File: src/rtl/sd_pack_pkg.sv
// Shared helpers for the srdy/drdy word packer: lane mask and index width.
package sd_pack_pkg;

  localparam int MAX_RATIO = 16;

  function automatic int idx_width(input int ratio);
    return (ratio <= 2) ? 1 : $clog2(ratio);
  endfunction

  // Ones in lanes 0..idx, zeros above.
  function automatic logic [MAX_RATIO-1:0] lane_mask(input int idx);
    logic [MAX_RATIO-1:0] m;
    m = '0;
    for (int l = 0; l < MAX_RATIO; l++) m[l] = (l <= idx);
    return m;
  endfunction

endpackage

File: src/rtl/sd_pack_oreg.sv
// Single-entry srdy/drdy output holding register; reloads in the same cycle it drains.
module sd_pack_oreg #(
  parameter int W = 36
) (
  input  logic         clk,
  input  logic         reset,
  input  logic         in_vld,
  input  logic [W-1:0] in_data,
  output logic         in_rdy,
  output logic         out_vld,
  output logic [W-1:0] out_data,
  input  logic         out_rdy
);

  assign in_rdy = !out_vld | out_rdy;

  always_ff @(posedge clk or posedge reset) begin
    if (reset) begin
      out_vld  <= 1'b0;
      out_data <= '0;
    end else if (in_vld & in_rdy) begin
      out_vld  <= 1'b1;
      out_data <= in_data;
    end else if (out_rdy) begin
      out_vld  <= 1'b0;
    end
  end

endmodule

File: src/rtl/sd_word_pack.sv
// srdy/drdy width upsizer: packs ratio narrow words (or fewer, on c_last) into one wide word.
module sd_word_pack
  import sd_pack_pkg::*;
#(
  parameter int width = 8,
  parameter int ratio = 4
) (
  input  logic                   clk,
  input  logic                   reset,
  input  logic                   c_srdy,
  output logic                   c_drdy,
  input  logic [width-1:0]       c_data,
  input  logic                   c_last,
  output logic                   p_srdy,
  input  logic                   p_drdy,
  output logic [width*ratio-1:0] p_data,
  output logic [ratio-1:0]       p_mask
);

  localparam int IDX_W = idx_width(ratio);
  localparam int DW    = width * ratio;

  logic [ratio-1:0][width-1:0] acc;
  logic [ratio-1:0][width-1:0] pack;
  logic [ratio-1:0]            mask;
  logic [IDX_W-1:0]            idx;
  logic                        c_xfer;
  logic                        done;

  assign c_xfer = c_srdy & c_drdy;
  assign done   = c_xfer & (c_last | (idx == IDX_W'(ratio - 1)));
  assign mask   = ratio'(lane_mask(int'(idx)));

  // Lanes at and above idx in acc are always zero, so only the current lane needs muxing.
  for (genvar l = 0; l < ratio; l++) begin : g_lane
    assign pack[l] = (IDX_W'(l) == idx) ? c_data : acc[l];
  end

  always_ff @(posedge clk or posedge reset) begin
    if (reset) begin
      acc <= '0;
      idx <= '0;
    end else if (c_xfer) begin
      if (done) begin
        acc <= '0;
        idx <= '0;
      end else begin
        acc[idx] <= c_data;
        idx      <= idx + 1'b1;
      end
    end
  end

  sd_pack_oreg #(.W(DW + ratio)) u_oreg (
    .clk      (clk),
    .reset    (reset),
    .in_vld   (done),
    .in_data  ({pack, mask}),
    .in_rdy   (c_drdy),
    .out_vld  (p_srdy),
    .out_data ({p_data, p_mask}),
    .out_rdy  (p_drdy)
  );

endmodule

File: config.mk
export PLATFORM = sky130hd
export DESIGN_NAME = sd_word_pack
export DESIGN_NICKNAME = d
export VERILOG_FILES = /design/src/rtl/sd_pack_pkg.sv /design/src/rtl/sd_pack_oreg.sv /design/src/rtl/sd_word_pack.sv
export SDC_FILE = /design/constraint.sdc
export NUM_CORES = 1
export LEC_CHECK = 0
export CAP_MARGIN = 30
export CORE_ASPECT_RATIO = 1.5
export CORE_MARGIN = 3
export CORE_UTILIZATION = 42
export CTS_CLUSTER_DIAMETER = 150
export DETAILED_ROUTE_END_ITERATION = 8
export PLACE_DENSITY = 0.65
export REMOVE_ABC_BUFFERS = 1
export SLEW_MARGIN = 10
export SYNTH_ARGS = -nofsm -noshare
export SYNTH_HDL_FRONTEND = slang
export SYNTH_SLANG_ARGS = --single-unit
File: constraint.sdc
create_clock -name clk -period 6.6 [get_ports clk]
set_input_delay 1.32 -clock clk [delete_from_list [all_inputs] [get_ports clk]]
set_output_delay 1.32 -clock clk [all_outputs]
set_load 0.03 [all_outputs]
==> summary.txt <==
Outcome
  • Status: completed

Timing
  • Clock Skew: 8.40 ps
  • Fin Hold WS: 471 ps
  • Worst rel slew slack: 40.9%
  • Final Hold Fails: 0
  • Final worst slack: 2380 ps
  • F_max: 0.237 GHz
  • Final period util: 64.0%
  • Slew @ Worst Pin: 886 ps
  • Period minus WS final: 4220 ps
  • Final setup TNS: 0 ps
  • Final Setup Violations: 0
  • Fin. max-slew vios: 0
  • Unrepaired setup endpoints after global routing: false

Finish
  • Share of cells above drive strength 1: 16.5%
  • # fillers: 653
  • Syn-to-layout area delta: 23.7%
  • Nets@finish: 280
  • Antenna fix cells: 0
  • Non-Filler Instances: 367
  • Cell area after layout: 3910 sq um
  • Layout Utilization: 53.7%

Floorplan
  • IO Pins: 51
  • Die height: 112 um
  • Row Count: 38
  • Starting Density: 43.4%
  • Core area: 7270 sq um
  • Die area: 8620 sq um
  • Die X: 76.8 um

Clocking
  • Clock tree from TritonCTS: built
  • Skew-Pair Late Insertion Delay: 340 ps
  • Post-CTS Setup Inserts: 0
  • Clock transition at path regs: 70 ps
  • Resized cells post-CTS: 0
  • CTS Hold Bufs: 0
  • Root buffer cell: clkbuf_8
  • Num CTS Buffers: 9
  • H-tree depth: 3
  • Clk sink count: 71
  • CTS Buffer Depth: 2

Global route
  • Vias in the first global route: 2045
  • First-pass GRT wire length: 10400 um
  • Initial antenna violation count: 0
  • Largest net degree at the start of global routing: 72
  • Grt ovf: 0
  • Total track usage: 15.8%

Setup path
  • CP endpoint kind: output port
  • CP max FO: 12
  • Worst Setup Start Kind: input pin
  • Worst Path Required: 5280 ps
  • WP data arrival: 2900 ps
  • Crit Path Class: in -> out

Drt
  • Post-Route WL: 6200 um
  • Pre-Repair DR Iteration Count: 4
  • ANT nets after route: 0
  • Metal3 WL: 158 um
  • DR WL met2: 3030 um
  • Drt wl/cell: 16.9 um
  • Via density: 5.11
  • DRC violations left: 0
  • Vias after detailed routing: 1874
  • DR iter-0 viols: 70
  • Metal1 wirelength: 2880 um
  • Top Metal Used: met4

Place
  • Setup WS pre-CTS: 2370 ps
  • Placed insts: 351
  • Buffers added on ports: 50
  • Hpwl dp: 3820 um
  • Placed Area: 3720 sq um
  • Gpl congestion: 0.705

Worst hold path
  • Hold WC Path Type: reg -> reg

Yosys
  • Xor/xnor share of the synthesized area: 0%
  • Synthesized instance count: 211
  • Mapped cell area: 3160 sq um
  • Distinct cells, synth: 26
  • Post-Synth Simple-Gate Area: 5.86%
  • Mux contribution to synthesized area: 23.4%
  • Post-synthesis sequential area ratio: 56.2%
  • Yosys reg bits: 71
  • YS warnings: 0
  • Avg Inst Size Synth: 15.0 sq um
  • Adder-cell area share of the yosys netlist: 1.98%
  • Area fraction in compound gates after synthesis: 9.43%
  • Main combinational cell family by area after synthesis: multiplexers

Power and ir drop
  • Seq pwr share: 40.9%
  • Sw Pwr: 471 uW
  • VDD IR max: 0.000237 V
  • Pwr/cell area: 360 nW/um^2
  • Part of the power in combinational logic: 35.0%
  • P_int: 937 uW
  • Pwr Total: 1.41 mW
  • Clock power frac: 24.1%
  • Switching part of the total: 33.4%
  • Leakage: 1.85 nW

Flow run
  • Maxcap violations: 0
==> worst max-delay path: stages <==
cell	delay (ps)
clkdlybuf4s50_1	450
and2b_4	220
inv_2	200
clkdlybuf4s50_1	720
==> synthesized netlist by cell type <==
cell type	count	area (sq um)
a21oi_1	2	10.0
a22o_1	24	210
a31o_1	1	8.76
a32o_1	1	10.0
a41o_1	1	10.0
and2_1	8	50.1
and2b_4	1	10.0
buf_2	5	25.0
buf_4	1	7.51
buf_6	3	33.8
clkbuf_1	2	7.51
dfrtp_1	71	1780
ha_1	5	62.6
inv_1	5	18.8
inv_2	1	3.75
mux2_1	45	507
mux2_2	19	214
mux2i_1	2	20.0
nand2_1	1	3.75
nand2b_1	2	12.5
nand3_1	1	5.00
nand3b_4	1	20.0
nor2_1	2	7.51
nor3_1	1	5.00
nor4b_4	3	71.3
o311ai_2	3	48.8
==> state kept, by name (all words and copies together) (netlist names) <==
| name | cells |
|---|---|
| idx | 2 |
| u_oreg.out_data | 36 |
| u_oreg.out_vld | 1 |
| acc | 32 |
==> power by group through the flow <==
stage | sequential, mW | combinational [mW] | clock [mW]
after detailed placement | 0.586 | 0.500 | 0
after floorplan | 0.707 | 0.177 | 0
final | 0.576 | 0.492 | 0.339
after CTS | 0.579 | 0.502 | 0.347
after global placement | 0.584 | 0.497 | 0
after global routing | 0.591 | 0.525 | 0.367
==> logic make-up after synthesis <==
family	after synthesis
AOI/OAI and AO/OA	32
DFF	71
adders and majority gates	5
buffers and inverters	17
muxes	66
and+or+nand+nor	20
==> final timing paths <==
path / from / endpoint / slack [ps] / cells after the start
worst min register to register: u_oreg.out_data[0] / u_oreg.out_data[0] / 470 / 1
worst max register to register: idx[0] / u_oreg.out_data[25] / 4060 / 4
worst max-delay path: p_drdy / c_drdy / 2380 / 4
max in group asynchronous: reset / acc[0] / 4450 / 3
min in group asynchronous: reset / u_oreg.out_data[0] / 1560 / 3
worst min-delay path: u_oreg.out_data[0] / u_oreg.out_data[0] / 470 / 1
==> layout by cell type, fill, tap and decap left out, drive strengths merged <==
master and n:
ha 5, nand2b 2, nand2 1, inv 6, nand3 1, a31o 1, clkdlybuf4s50 50, a41o 1
buf 1, dfrtp 71, a22o 24, mux2i 2, mux2 64, a21oi 2, and2b 1, and2 8
nand3b 1, nor3 1, nor2 2, clkinv 3, clkbuf 12, a32o 1, bufinv 1, nor4b 3
o311ai 3
==> area by class of cell <==
cell class | instances | area, sq um | share of cell area [%]
clock buffers | 12 | 145 | 3.71
clock inverters | 4 | 45.0 | 1.15
inverters | 6 | 22.5 | 0.576
multi-input cells | 123 | 1290 | 32.9
flip-flops and latches | 71 | 1780 | 45.5
well taps | 100 | 125 | 3.20
repair buffers | 51 | 508 | 13.0
==> routing by layer <==
| metal | global-route usage (%) | up-vias |
|---|---|---|
| li1 | - | 872 |
| met1 | 20.6 | 963 |
| met2 | 24.8 | 30 |
| met3 | 3.61 | 9 |
| met4 | 7.38 | 0 |
| met5 | 0 | - |
No activity file was read; power rests on OpenSTA's default activity.
==> edit (config.mk and constraints unchanged) <==
Set the parameter `width` to 12 (it was 8).
--- a/src/rtl/sd_word_pack.sv
+++ b/src/rtl/sd_word_pack.sv
@@ -2,7 +2,7 @@
 module sd_word_pack
   import sd_pack_pkg::*;
 #(
-  parameter int width = 8,
+  parameter int width = 12,
   parameter int ratio = 4
 ) (
   input  logic                   clk,
Ports: changed (resized c_data and p_data); port bits go from 51 to 71. The function was not compared with the original's and may differ.
==> edit against the unedited design <==
Synthesized cell count up 41%. Critical endpoint unchanged. Fmax down 2.2%. Via count up 43%. Register-to-register slack worse by 0.19 ns. Count of clock-buffer cells in the layout up 1. Die area up 36%. Highest routed layer unchanged. Setup slack worse by 0.094 ns. Area after synthesis up 39%. Power up 48%. Wire length up 48%. Non-clock buffer count up 25. Sequential share of layout area up 1.1 points. Sequential cell count up 32. Design area up 42%.
==> edit: results <==
export IMPL_outcome="finished, final reports clean"
export IMPL_grt_usage_pct=17.6
export IMPL_dp_cells=471
export IMPL_grt_pass1_wl_um=15800
export IMPL_rr_startpoint="idx[1]$_DFFE_PP0P_"
export IMPL_post_dp_cell_area_mm2=0.00520
export IMPL_wl_per_cell_um=18.8
export IMPL_top_regs="u_oreg.out_data: 52 flops, acc: 48 flops, idx: 2 flops"
export IMPL_hold_violations=0
export IMPL_avgSynthCellArea_um2=14.7
export IMPL_hp_start="u_oreg.out_data[0]$_DFFE_PP0P_"
export IMPL_place_congestion=0.723
export IMPL_numPortBuffers=70
export IMPL_setup_worst_path_end="c_drdy"
export IMPL_post_route_period_util_pct=65.4
export IMPL_yosysSeqAreaShare_pct=58.7
export IMPL_relSlewSlack_pct=36.0
export IMPL_yosysUniqueCellTypes=23
export IMPL_hold_ws_ns=0.465
export IMPL_num_vias=2677
export IMPL_cp_arrival_ns=3.00
export IMPL_leakage_nw=2.64
export IMPL_reg2reg_depth=5
export IMPL_irDropWorstVdd_mv=0.171
export IMPL_min_to="u_oreg.out_data[0]$_DFFE_PP0P_"
export IMPL_synthTopCellsByArea="dfrtp_1 (59%), mux2_2 (13%), mux2_1 (11%)"
export IMPL_layout_nets=388
export IMPL_path_max_fanout=15
export IMPL_numCtsBuffers=9
export IMPL_powerComb_uw=701
export IMPL_dp_hpwl_um=5800
export IMPL_fin_cells=488
export IMPL_drtIter0Drc=89
export IMPL_clock_tree_root_cell="clkbuf_16"
export IMPL_combPwrFrac_pct=33.6
export IMPL_crit_reg2reg_capture="u_oreg.out_data[13]$_DFFE_PP0P_"
export IMPL_drive_gt1_share_pct=20.5
export IMPL_skew_ns=0.00614
export IMPL_antenna_found_initial=0
export IMPL_intPower_mw=1.42
export IMPL_first_pass_iters=4
export IMPL_grt_pass1_vias=2882
export IMPL_synthTopCellsByCount="dfrtp_1 (103), mux2_2 (52), mux2_1 (44)"
export IMPL_clk_pin_slew_ns=0.06
export IMPL_r2r_slack_ns=3.87
export IMPL_power_frac_seq_pct=40.2
export IMPL_crit_path_max_incr_delay_ns=0.77
export IMPL_cts_resized=0
export IMPL_grt_max_degree=65
export IMPL_yosys_warnings=0
[edit: cell families after synthesis]
kind of cell	Yosys count	synth area share (%)
flip-flops	103	58.7
buffers and inverters	24	2.59
AO/OA/AOI/OAI	44	8.58
adder cells (fa/ha/maj)	5	1.43
AND/OR/NAND/NOR	24	3.59
multiplexers	98	25.1
[edit: metal layers]
metal | global-route usage [%] | routed length, um | share of wire (%)
met1 | 25.5 | 4230 | 46
met2 | 25.9 | 4570 | 50
met3 | 3.32 | 176 | 1.9
met4 | 7.04 | 208 | 2.3
met5 | 0 | 0 | 0
[edit: critical path: cells and delay by family]
family | cells | cell delay [ns]
buffers and inverters | 2 | 1.22
and+or+nand+nor | 1 | 0.45
[edit: cell type report]
cell class	count	area [um2]
multi-input cells	171	1700
clock inverters	3	40.0
flip-flops and latches	103	2580
clock buffers	13	270
repair buffers	76	778
well taps	117	146
fillers	854	4600
inverters	5	21.3
